File: src/rtl/pll_rst_seq.sv
// pll_rst_seq: PLL reset / lock-qualify / staged domain reset release.
// Ports: clk_i ref clock, rst_i async reset, lock_i raw PLL lock,
//   sw_rst_req_i restart pulse; pll_rst_o, rst_dsp_o, rst_fast_o,
//   ready_o, loss_cnt_o[7:0], state_o[2:0] (all registered).
// Build option: define PLL_RST_SEQ_LOSS_CNT_EN to enable loss_cnt_o.
module pll_rst_seq #(
  parameter int PLL_RST_CYCLES = 20,
  parameter int LOCK_TIMEOUT   = 20000,
  parameter int STABLE_CYCLES  = 2000,
  parameter int RELEASE_GAP    = 4
) (
  input  logic       clk_i,
  input  logic       rst_i,
  input  logic       lock_i,
  input  logic       sw_rst_req_i,
  output logic       pll_rst_o,
  output logic       rst_dsp_o,
  output logic       rst_fast_o,
  output logic       ready_o,
  output logic [7:0] loss_cnt_o,
  output logic [2:0] state_o
);

  typedef enum logic [2:0] {
    RESET_PLL = 3'd0,
    WAIT_LOCK = 3'd1,
    STABLE    = 3'd2,
    REL_DSP   = 3'd3,
    REL_FAST  = 3'd4,
    RUN       = 3'd5
  } state_e;

  localparam int MAX_A = (PLL_RST_CYCLES > LOCK_TIMEOUT) ?
                         PLL_RST_CYCLES : LOCK_TIMEOUT;
  localparam int MAX_B = (STABLE_CYCLES > RELEASE_GAP) ?
                         STABLE_CYCLES : RELEASE_GAP;
  localparam int MAX_C = (MAX_A > MAX_B) ? MAX_A : MAX_B;
  localparam int CW    = $clog2(MAX_C + 1);

  localparam logic [CW-1:0] RST_LAST = CW'(PLL_RST_CYCLES - 1);
  localparam logic [CW-1:0] TO_LAST  = CW'(LOCK_TIMEOUT - 1);
  // The WAIT_LOCK cycle that first sees lock counts as locked cycle 1,
  // so STABLE itself only needs STABLE_CYCLES-1 more.
  localparam logic [CW-1:0] STB_LAST = CW'(STABLE_CYCLES - 2);
  localparam logic [CW-1:0] GAP_LAST = CW'(RELEASE_GAP - 1);

  logic [1:0]    sync_q;
  logic          lock_s;
  state_e        state_q, state_d;
  logic [CW-1:0] cnt_q, cnt_d;
  logic          pll_rst_q;
  logic          rst_dsp_q;
  logic          rst_fast_q;
  logic          ready_q;

  assign lock_s = sync_q[1];

  always_comb begin
    state_d = state_q;
    unique case (state_q)
      RESET_PLL: begin
        if (cnt_q == RST_LAST) state_d = WAIT_LOCK;
      end
      WAIT_LOCK: begin
        if (lock_s)                state_d = STABLE;
        else if (cnt_q == TO_LAST) state_d = RESET_PLL;
      end
      STABLE: begin
        if (!lock_s)                state_d = WAIT_LOCK;
        else if (cnt_q == STB_LAST) state_d = REL_DSP;
      end
      REL_DSP: begin
        if (!lock_s)                state_d = RESET_PLL;
        else if (cnt_q == GAP_LAST) state_d = REL_FAST;
      end
      REL_FAST: begin
        if (!lock_s) state_d = RESET_PLL;
        else         state_d = RUN;
      end
      RUN: begin
        if (!lock_s) state_d = RESET_PLL;
      end
      default: state_d = RESET_PLL;
    endcase
    if (sw_rst_req_i) state_d = RESET_PLL;

    // Software restart re-enters RESET_PLL even from RESET_PLL.
    cnt_d = cnt_q + CW'(1);
    if (state_d != state_q || sw_rst_req_i || state_d == RUN)
      cnt_d = '0;
  end

  always_ff @(posedge clk_i or posedge rst_i) begin
    if (rst_i) begin
      sync_q     <= '0;
      state_q    <= RESET_PLL;
      cnt_q      <= '0;
      pll_rst_q  <= 1'b1;
      rst_dsp_q  <= 1'b1;
      rst_fast_q <= 1'b1;
      ready_q    <= 1'b0;
    end else begin
      sync_q     <= {sync_q[0], lock_i};
      state_q    <= state_d;
      cnt_q      <= cnt_d;
      pll_rst_q  <= (state_d == RESET_PLL);
      rst_dsp_q  <= (state_d inside {RESET_PLL, WAIT_LOCK, STABLE});
      rst_fast_q <= !(state_d inside {REL_FAST, RUN});
      ready_q    <= (state_d == RUN);
    end
  end

  assign pll_rst_o  = pll_rst_q;
  assign rst_dsp_o  = rst_dsp_q;
  assign rst_fast_o = rst_fast_q;
  assign ready_o    = ready_q;
  assign state_o    = state_q;

`ifdef PLL_RST_SEQ_LOSS_CNT_EN
  logic       loss_evt;
  logic [7:0] loss_q;

  // A coincident software restart is not a lock loss.
  assign loss_evt = !sw_rst_req_i && !lock_s &&
                    (state_q inside {REL_DSP, REL_FAST, RUN});

  always_ff @(posedge clk_i or posedge rst_i) begin
    if (rst_i) begin
      loss_q <= '0;
    end else if (loss_evt && loss_q != 8'hFF) begin
      loss_q <= loss_q + 8'd1;
    end
  end

  assign loss_cnt_o = loss_q;
`else
  assign loss_cnt_o = 8'd0;
`endif

endmodule
File: config.mk
export PLATFORM = sky130hd
export DESIGN_NAME = pll_rst_seq
export DESIGN_NICKNAME = d
export VERILOG_FILES = /design/src/rtl/pll_rst_seq.sv
export SDC_FILE = /design/constraint.sdc
export NUM_CORES = 1
export LEC_CHECK = 0
export CAP_MARGIN = 20
export CORE_UTILIZATION = 25
export DETAILED_ROUTE_END_ITERATION = 16
export GPL_ROUTABILITY_DRIVEN = 0
export PLACE_DENSITY = 0.39
export SKIP_LAST_GASP = 1
export SYNTH_ARGS = -nofsm -noshare
export SYNTH_HDL_FRONTEND = slang
export SYNTH_SLANG_ARGS = --single-unit
File: constraint.sdc
create_clock -name clk_i -period 4.35 [get_ports clk_i]
set_input_delay 0.87 -clock clk_i [delete_from_list [all_inputs] [get_ports clk_i]]
set_output_delay 0.87 -clock clk_i [all_outputs]
set_load 0.1 [all_outputs]
# Word-level counts from Yosys, hierarchy flattened
# Index checks and enable logic that the tools add are counted.
[word_totals]
reg_bits = 24
latchBits = 0
ram_bits = 0
mem_bits_ro = 0
out_inout_bits = 15
memories = 0
[op_classes]
add_sub_neg = 1
mul = 0
div = 0
order_cmp = 0
n_eq_ne = 14
shift = 0
n_mux = 12
n_bitwise = 0
reduce_logical = 7
[ops]
columns = ["cell", "count"]
rows = [
  ["$mux 3", 10],
  ["$pmux 3 s6", 1],
  ["$add 15x1->15 const B", 1],
  ["$eq 15x11->1 const B", 1],
  ["$eq 15x15->1 const B", 1],
  ["$eq 15x2->1 const B", 1],
  ["$eq 15x5->1 const B", 1],
  ["$mux 15", 1],
  ["$eq 3x3->1 const B", 4],
  ["$eq 3x2->1 const B", 3],
  ["$eq 3x1->1 const B", 2],
  ["$logic_not 3->1", 2],
  ["$ne 3x3->1", 1],
  ["$reduce_bool 3->1", 1],
  ["$logic_or 1x1->1", 2],
  ["$reduce_bool 2->1", 1],
  ["$logic_not 1->1", 1],
]

# Longest topological paths before layout
# Gate-level depths: netlist of run 1.
[depth]
depth_word = 9
depth_mapped = 9
depth_no_buf = 8

# Worst setup path before layout of run 1
# No wires, ideal clock.
[synth_timing]
kind = "register to register"
startpoint = "reg state_q[1], in the netlist state_o[1]"
endpoint = "reg cnt_q[10]"
setup_ns = 0.126
arrival_ns = 2.337
required_time_ns = 4.224
slack_ns = 1.887
stages_incl_launch_ff = 8
path_buffers = 2
period_less_slack_ns = 2.463
path_cell_list = "dfrtp_1 buf_2 nor2b_1 a21bo_1 mux2_4 nand3_1 buf_2 a21oi_1"
[synth_between]
elab_chain_cells = 8
word_cells_on_any_way = 21
[synth_lines]
columns = ["item", "line", "rtl"]
rows = [
  ["start, declared", "49", "state_e state_q, state_d;"],
  ["start signal, assigned", "104", "state_q <= state_d;"],
  ["$mux 3 (on tied branches)", "74, 66, 70", ""],
  ["$mux 3 (on tied branches)", "73, 65, 69", ""],
  ["$pmux 3 s6", "60", "unique case (state_q)"],
  ["$mux 3", "85", "if (sw_rst_req_i) state_d = RESET_PLL;"],
  ["$ne 3x3->1", "89", "if (state_d != state_q || sw_rst_req_i || state_d == RUN)"],
  ["$logic_or 1x1->1", "89", ""],
  ["$logic_or 1x1->1 *", "89", ""],
  ["$mux 15 *", "89", ""],
  ["named net cnt_d[10]", "50", "logic [CW-1:0] cnt_q, cnt_d;"],
  ["end signal, assigned", "105", "cnt_q <= cnt_d;"],
  ["end, declared", "50", ""],
]
# Mark *: on every way through the listed nets, which the timed path passes. The rest lies on a longest branch.

# Final worst setup path of run 1
[layout_timing]
startpoint = "reg state_q[1], in the netlist state_o[1]"
endpoint = "out state_o[1]"
[layout_rtl]
columns = ["item", "line", "rtl"]
rows = [
  ["end, declared", "21", "output logic [2:0] state_o"],
]
# No word-level cell between the ends.

==> results list, run 1 <==
* Clock-pin transition on the worst setup and hold timing paths: 90 ps
- Summing every instance area after synthesis gives about 1300 um^2.
- RSZ-0062 raised after global routing: no
- Main flop type after synthesis: dfrtp_1
- After clock tree synthesis, the repair step resized 0 gates.
- In this run the clock root is driven by a clkbuf_8.
- Clock latency on the worst-skew pair, taken at its later pin, is 270 ps.
* Number of max-cap violations: 0
* Number of enable-type register cells in the synthesized netlist: 0
* DRT iter0 DRCs: 29
* Pin count of the biggest net entering global routing: 25
- Worst clock skew on the final layout: 1.84 ps
- Status: finished, final reports clean
- Logic pwr share: 10.0%
- Sequential cells account for 48.4% of the total power.
* Library cell with the largest summed area after synthesis: dfrtp_1
* Vias per cell: about 4.5
* Setup Viol. Count Final: 0
* Number of register bits inferred by synthesis: 24
- Including well taps, the total number of placed cells is 209.
* Level count of the clock H-tree: 1
* Area enclosed by the die boundary: 5660 um^2
- Vertical die dimension: 75.2 um
- After routing, the total negative slack on setup checks comes to 0 ps.
- For flop-to-flop paths, the worst setup slack is 1920 ps.
- Switching part of the total: 25.2%
- Cell type group with the largest total delay on the critical path: buffers and inverters
- Core region area: approximately 5100 um^2
- Die Width: 75.2 um
* Count of fill cells added during filler insertion: 559
- For this design, the slowest cell found on the critical path is clkdlybuf4s50_1.
- Final Net Count: 150
* Power density over the cells: 309 nW/um^2
- TritonCTS clock tree: yes
- Total GRT Usage: between 10% and 20%
- The critical path goes through clkdlybuf4s50_1.
* Type of element capturing the critical path: primary output
* Wire length of the first global-routing pass: 4470 um
- For the pin with the worst max-slew slack, the measured transition is 972 ps.
- Area growth syn-to-layout: 14.8%
* Clock sink total: 24
- By area the synthesized netlist is led by dfrtp_1 39%, a21oi_1 7.1%, dfstp_2 5.9%, xor2_1 5.2%, buf_4 4.5%.
- For this design the total switching power over the nets is ~120 uW.
- End point of the critical path: state_o[1]
- OpenSTA, run right after detailed placement, puts the worst setup slack at around 1800 ps.
- Across the VDD grid, the largest voltage drop is 0.000109 V.
- Hold Vio Cnt, Final: 0
- Data arrival time of the critical path: 1980 ps
- In this run the core area contains 26 standard-cell rows.
* First element of the critical path: state_o[1]$_DFF_PP0_
* Share of the clock period used by the worst path after layout: about two thirds
- The most common cell in the synthesized netlist is dfrtp_1.
- For this block, the via count after detailed routing is ~960.
- Non-Filler Instances: 213
- After technology mapping, the gate count stands at approximately 130.
* Number of global-route vias before repair: about 920
- Counting I/O delays and the setup requirement, the final critical path takes 2850 ps.
* Antenna diodes: 0
- Counting distinct cell types in the post-synthesis netlist gives 35.
- Crit Reg-Reg Startpoint: cnt_q[0]$_DFF_PP0_
- The tightest min-delay check is of the reg -> reg type.
* Leakage power of the design: 0.000633 uW
- Kind of critical path: reg -> out
- Synthesis warning total: 0
* Cell count of the worst hold path: 0
* Number of input and output port buffers inserted: 10
- Post-detailed-route DRC marker count: 0
- At the worst endpoint, the required time is 3480 ps.
- The number of cells on the worst reg-to-reg path is 7.
- Number of routed nets with antenna violations: 0
- Counting both buffers and inverters, the worst setup path holds a total of 1.
* Count of pins over their slew limit: 0
- Routed length per placed instance: 12.1 um
- After clock tree synthesis, the flow added hold-fix buffers numbering 0.
* Number of placed I/O pins: 19
* Final Worst Setup Slack: 1500 ps
* Initial Utilization: 26.1%
- Cell depth of the worst setup path: 1
- Internal cell power: about 360 uW
- Iteration count of the initial detailed-routing pass: 4
- The clock passes through at most 2 buffers.
* Layout cells sized above 1: 9.09%
- In this run, CTS created clock tree buffers numbering 3.
* DRT Wirelength: 2580 um
- Proportion of netlist area held by the largest area contributor: 39.2%
- Sequential area share after synthesis: 45.1%
- The endpoint identified for the worst register-to-register timing path is cnt_q[10]$_DFF_PP0_.
- Leading cell types by count after synthesis: 21 x dfrtp_1, 19 x a21oi_1, 8 x buf_4, 8 x xor2_1
- Startpoint type of the worst setup path: flop
- Max_slew headroom: a little over a third
- Largest stage delay on the critical path: 1190 ps
* Critical path peak fanout: 11
- Based on the critical path, the design can be clocked at up to 351 MHz.
- The average instance in the mapped netlist occupies 10.0 um^2.
- Detailed placement HPWL: roughly 1900 um
* Setup Buffers After CTS: 0
- Total grt overflow: 0
- The number of antenna violations at the first check in global routing came to 0.
- The share of total power dissipated in the clock network is between 40% and 50%.
* FFs w/ async S/R, synth: 100%
[power by group through the flow]
stage | clock (uW) | sequential (uW) | combinational [uW]
2_1_floorplan | 0 | 234 | 47.5
4_1_cts | 204 | 230 | 48.5
5_1_grt | 215 | 231 | 51.8
3_5_place_dp | 0 | 235 | 48.4
3_3_place_gp | 0 | 235 | 48.5
6_report | 197 | 230 | 47.8
[state kept, by name, summed over array words and instances, names as in the netlist]
name	count
cnt_q	15
state_o	3
sync_q	2
pll_rst_o	1
ready_o	1
rst_dsp_o	1
rst_fast_o	1
[through the flow]
stage	hold slack (ps)	utilization (%)	total power, uW	cell area, um^2
finish	362	29.9	476	1540
global route	375	29.9	498	1540
CTS	366	29.9	483	1540
detailed placement	344	28.6	283	1470
global placement	334	28.6	283	1470
floorplan	331	-	281	1370
[worst min-delay path by stage]
stage / slack (ps) / startpoint / end
floorplan: 330 / sync_q[0]$_DFF_PP0_ / sync_q[1]$_DFF_PP0_
global placement: 330 / sync_q[0]$_DFF_PP0_ / sync_q[1]$_DFF_PP0_
detailed placement: 340 / sync_q[0]$_DFF_PP0_ / sync_q[1]$_DFF_PP0_
CTS: 370 / sync_q[0]$_DFF_PP0_ / sync_q[1]$_DFF_PP0_
global route: 380 / sync_q[0]$_DFF_PP0_ / sync_q[1]$_DFF_PP0_
finish: 360 / sync_q[0]$_DFF_PP0_ / sync_q[1]$_DFF_PP0_
[layer usage]
layer,share of wire [%],track usage (%)
met5,0,0
met4,1.1,4.73
met3,2.4,2.14
met2,47,16.3
met1,49,14.7
[cell type report]
| cell class | instances | area [um^2] | share of cell area (%) |
|---|---|---|---|
| clock buffers | 3 | 41.3 | 2.68 |
| clock inverters | 1 | 30.0 | 1.95 |
| inverters | 4 | 15.0 | 0.976 |
| multi-input cells | 101 | 661 | 42.9 |
| flip-flops and latches | 24 | 604 | 39.3 |
| well taps | 70 | 87.6 | 5.69 |
| repair buffers | 10 | 100 | 6.50 |
[cell usage in the layout, fill, tap and decap left out, types with 4 or more instances in the layout]
| cell type | n |
|---|---|
| dfrtp_1 | 21 |
| a21oi_1 | 19 |
| clkdlybuf4s50_1 | 10 |
| xor2_1 | 8 |
| conb_1 | 8 |
| nand4_1 | 7 |
| nand2_1 | 7 |
| nor2_1 | 6 |
| and3_1 | 6 |
| nor3_1 | 5 |
| xnor2_1 | 5 |
| inv_1 | 4 |
| nand3_1 | 4 |
[logic make-up after synthesis]
kind of cell	count (synthesis)	synth area share [%]
AND/OR/NAND/NOR	52	23.8
AO/OA/AOI/OAI	24	11.0
flip-flops	24	45.1
buffers and inverters	16	7.56
XOR/XNOR	13	8.50
adder cells (fa/ha/maj)	3	2.61
other	1	0.280
multiplexers	1	1.12
Power figures use the tool's default switching activity.
==> run 2: changes to the inputs <==
Clock period 4.35 ns to 2.9 ns, I/O delays scaled along.
==> run 2 against run 1 <==
Final cell count grew 0.47%; non-clock buffer count grew 1; clock power grew 48%; critical path type is now reg -> reg; critical endpoint is now cnt_q[3]$_DFF_PP0_.
==> results list, run 2 (synthesis gave the netlist of run 1 again) <==
* Number of global-route vias before repair: between 900 and 1000
- TritonCTS clock tree: yes
* Logic pwr share: 10.3%
- Cell depth of the worst setup path: 7
* Setup Viol. Count Final: 0
* Total grt overflow: 0
* Final Net Count: 151
- The die is roughly 75 um wide.
- The finished layout holds 214 standard cells, fillers aside.
* RSZ-0062 raised after global routing: no
* Number of routed nets with antenna violations: 0
- Routed length per placed instance: roughly 13 um
- Together, buffers and inverters on the worst path number 0.
* Cell type group with the largest total delay on the critical path: simple AND/OR/NAND/NOR gates
- The tree built by TritonCTS fans out to 24 sinks.
- Initial Utilization: 26.1%
- The number of endpoints with negative hold slack in the final report is 0.
* Type of element capturing the critical path: flop
* Post-Route Setup TNS: 0 ps
* Clock-pin transition on the worst setup and hold timing paths: 90 ps
- Count of fill cells added during filler insertion: 562
- Net switching is 24.6% of the power.
- Post-detailed-placement cell area: 1460 um^2
* Clock root buffer: clkbuf_8
- Power density over the cells: 464 nW/um^2
* Maximum root-to-sink buffer count: 2
- Total GRT Usage: approximately 11%
* Leakage power of the design: ~0.00065 uW
- The initialized floorplan defines 26 standard-cell rows.
* Startpoint type of the worst setup path: flop
* Area growth syn-to-layout: 14.1%
- Counting tap cells, the placed design contains a total of 210 instances.
- Number of max-cap violations: 0
- Number of placed I/O pins: 19
- Tracing the worst setup path back leads to its startpoint at cnt_q[0]$_DFF_PP0_.
- Buffers inserted to repair hold after CTS numbered 0.
- Antenna diodes: 0
- Vertical die dimension: between 70 and 80 um
* Worst hold start: sync_q[0]$_DFF_PP0_
* Cell-by-cell listing of the critical path: ha_1, nor3b_1, nand4_1, a32oi_1, mux2_4, nand3_1, a21oi_1
* Count of pins over their slew limit: 0
* Share of the clock period used by the worst path after layout: 85.2%
* Clock buffer count from CTS: 3
* Reported net switching power: around 170 uW
- Derived from the worst setup path, the maximum achievable clock frequency is 405 MHz.
* Commonest cells after routing, fill and taps aside: 21 x dfrtp_1, 19 x a21oi_1, 8 x xor2_1, 8 x conb_1, 8 x buf_4
- The internal portion of the total power is 535 uW.
* Peak supply drop: 0.000204 V
- Routed via count: just under 1000
* Transition time at the pin with the least slew margin: 621 ps
- Post-detailed-route DRC marker count: 0
* Clock latency reported for the late side of the worst-skew pair: between 200 and 300 ps
- In this run the tool buffered the top-level ports with 10 buffer cells.
- The clock arrives with approximately 9.7 ps of skew.
- The routed design has 2770 um of wire.
* Iteration count of the initial detailed-routing pass: 4
- Core region area: 5140 um^2
* Wire length of the first global-routing pass: 4540 um
- Leading cell type in the layout, fill and taps excluded: dfrtp_1
- Pin count of the biggest net entering global routing: 25
- Slowest cell on crit path: nand3_1
- The critical path is of the reg -> reg type.
* Largest stage delay on the critical path: 450 ps
- Of the total power, the clock network draws about 41%.
* Sequential share of power: between 40% and 50%
- The path class of the tightest hold or removal check is reg -> reg.
- Status: finished, final reports clean
- For this block, the initial DRC count from the detailed router was 46.
- The register with the most flip-flops in the layout has 15 of them.
- In the routed layout, each cell is associated on average with a via count of 4.57.
- The number of cells on the worst reg-to-reg path is 7.
- Cells with a size suffix above 1 make up 14.6% of the layout.
* Data required time at the worst endpoint: 3090 ps
- Number of cells upsized or downsized after cts: 0
* Pwr Total: 710 uW
- Data arrival time of the critical path: 2660 ps
- Detailed placement HPWL: 1930 um
- Area enclosed by the die boundary: 5660 um^2
- Of all nets on the critical path, the largest fanout is 15.
* Max_slew headroom: 58.5%
* Register with the most flip-flops: cnt_q
- Min Hold Slack: roughly 360 ps
* Final min period: between 2000 and 2500 ps
- After clock tree synthesis, the setup repair step added 0 buffers.
- Cell count of the worst hold path: 0
- The number of antenna violations at the first check in global routing came to 0.
* Post-route standard cell area excluding fillers: 1530 um^2
- In this run the critical register-to-register path is launched from cnt_q[0]$_DFF_PP0_.
- Level count of the clock H-tree: 1
## run 2: cell types whose count changed in the layout (fill, tap and decap cells not counted)
| cell | previous run | this run |
|---|---|---|
| buf_4 | 0 | 8 |
| clkdlybuf4s50_1 | 10 | 3 |
## run 2: final timing paths
path                                  endpoint  slack [ps]
max in group asynchronous  rst_dsp_o$_DFF_PP1_        1950
min in group asynchronous   cnt_q[3]$_DFF_PP0_         650
max reg2reg                 cnt_q[3]$_DFF_PP0_         430
max                         cnt_q[3]$_DFF_PP0_         430
min reg2reg                sync_q[1]$_DFF_PP0_         360
min                        sync_q[1]$_DFF_PP0_         360
## run 2: worst reg2reg max path: stages, from the launching register on
cell and delay, ps:
dfrtp_1 410, ha_1 220, nor3b_1 370, nand4_1 200, a32oi_1 230, mux2_4 200, nand3_1 450, a21oi_1 310
## run 2: area by class of cell
cell class	instances	area, um^2	share of cell area [%]
Clock buffer	3	41.3	2.70
Clock inverter	1	30.0	1.96
Inverter	4	15.0	0.982
Multi-Input combinational cell	101	661	43.2
Sequential cell	24	604	39.5
Tap cell	70	87.6	5.73
Timing Repair Buffer	11	90.1	5.89
## run 2: metrics by stage
stage,worst slack [ps],util (%)
after global routing,226,29.7
after detailed placement,433,28.4
final,429,29.7
after global placement,418,28.4
after CTS,403,29.7
after floorplan,437,-
## run 2: routing by layer
layer  global-route usage (%)  part of all wire, %
met5                        0                    0
met4                     5.76                  1.6
met3                     3.48                  3.7
met2                     17.1                   47
met1                     14.1                   48
## run 2: power groups by stage
stage          logic [uW]  clock network [uW]  registers, uW
4_1_cts              74.3                 305            346
3_3_place_gp         73.8                   0            352
5_1_grt              78.7                 322            347
3_5_place_dp         74.1                   0            352
2_1_floorplan        71.3                   0            351
6_report             73.3                 291            346
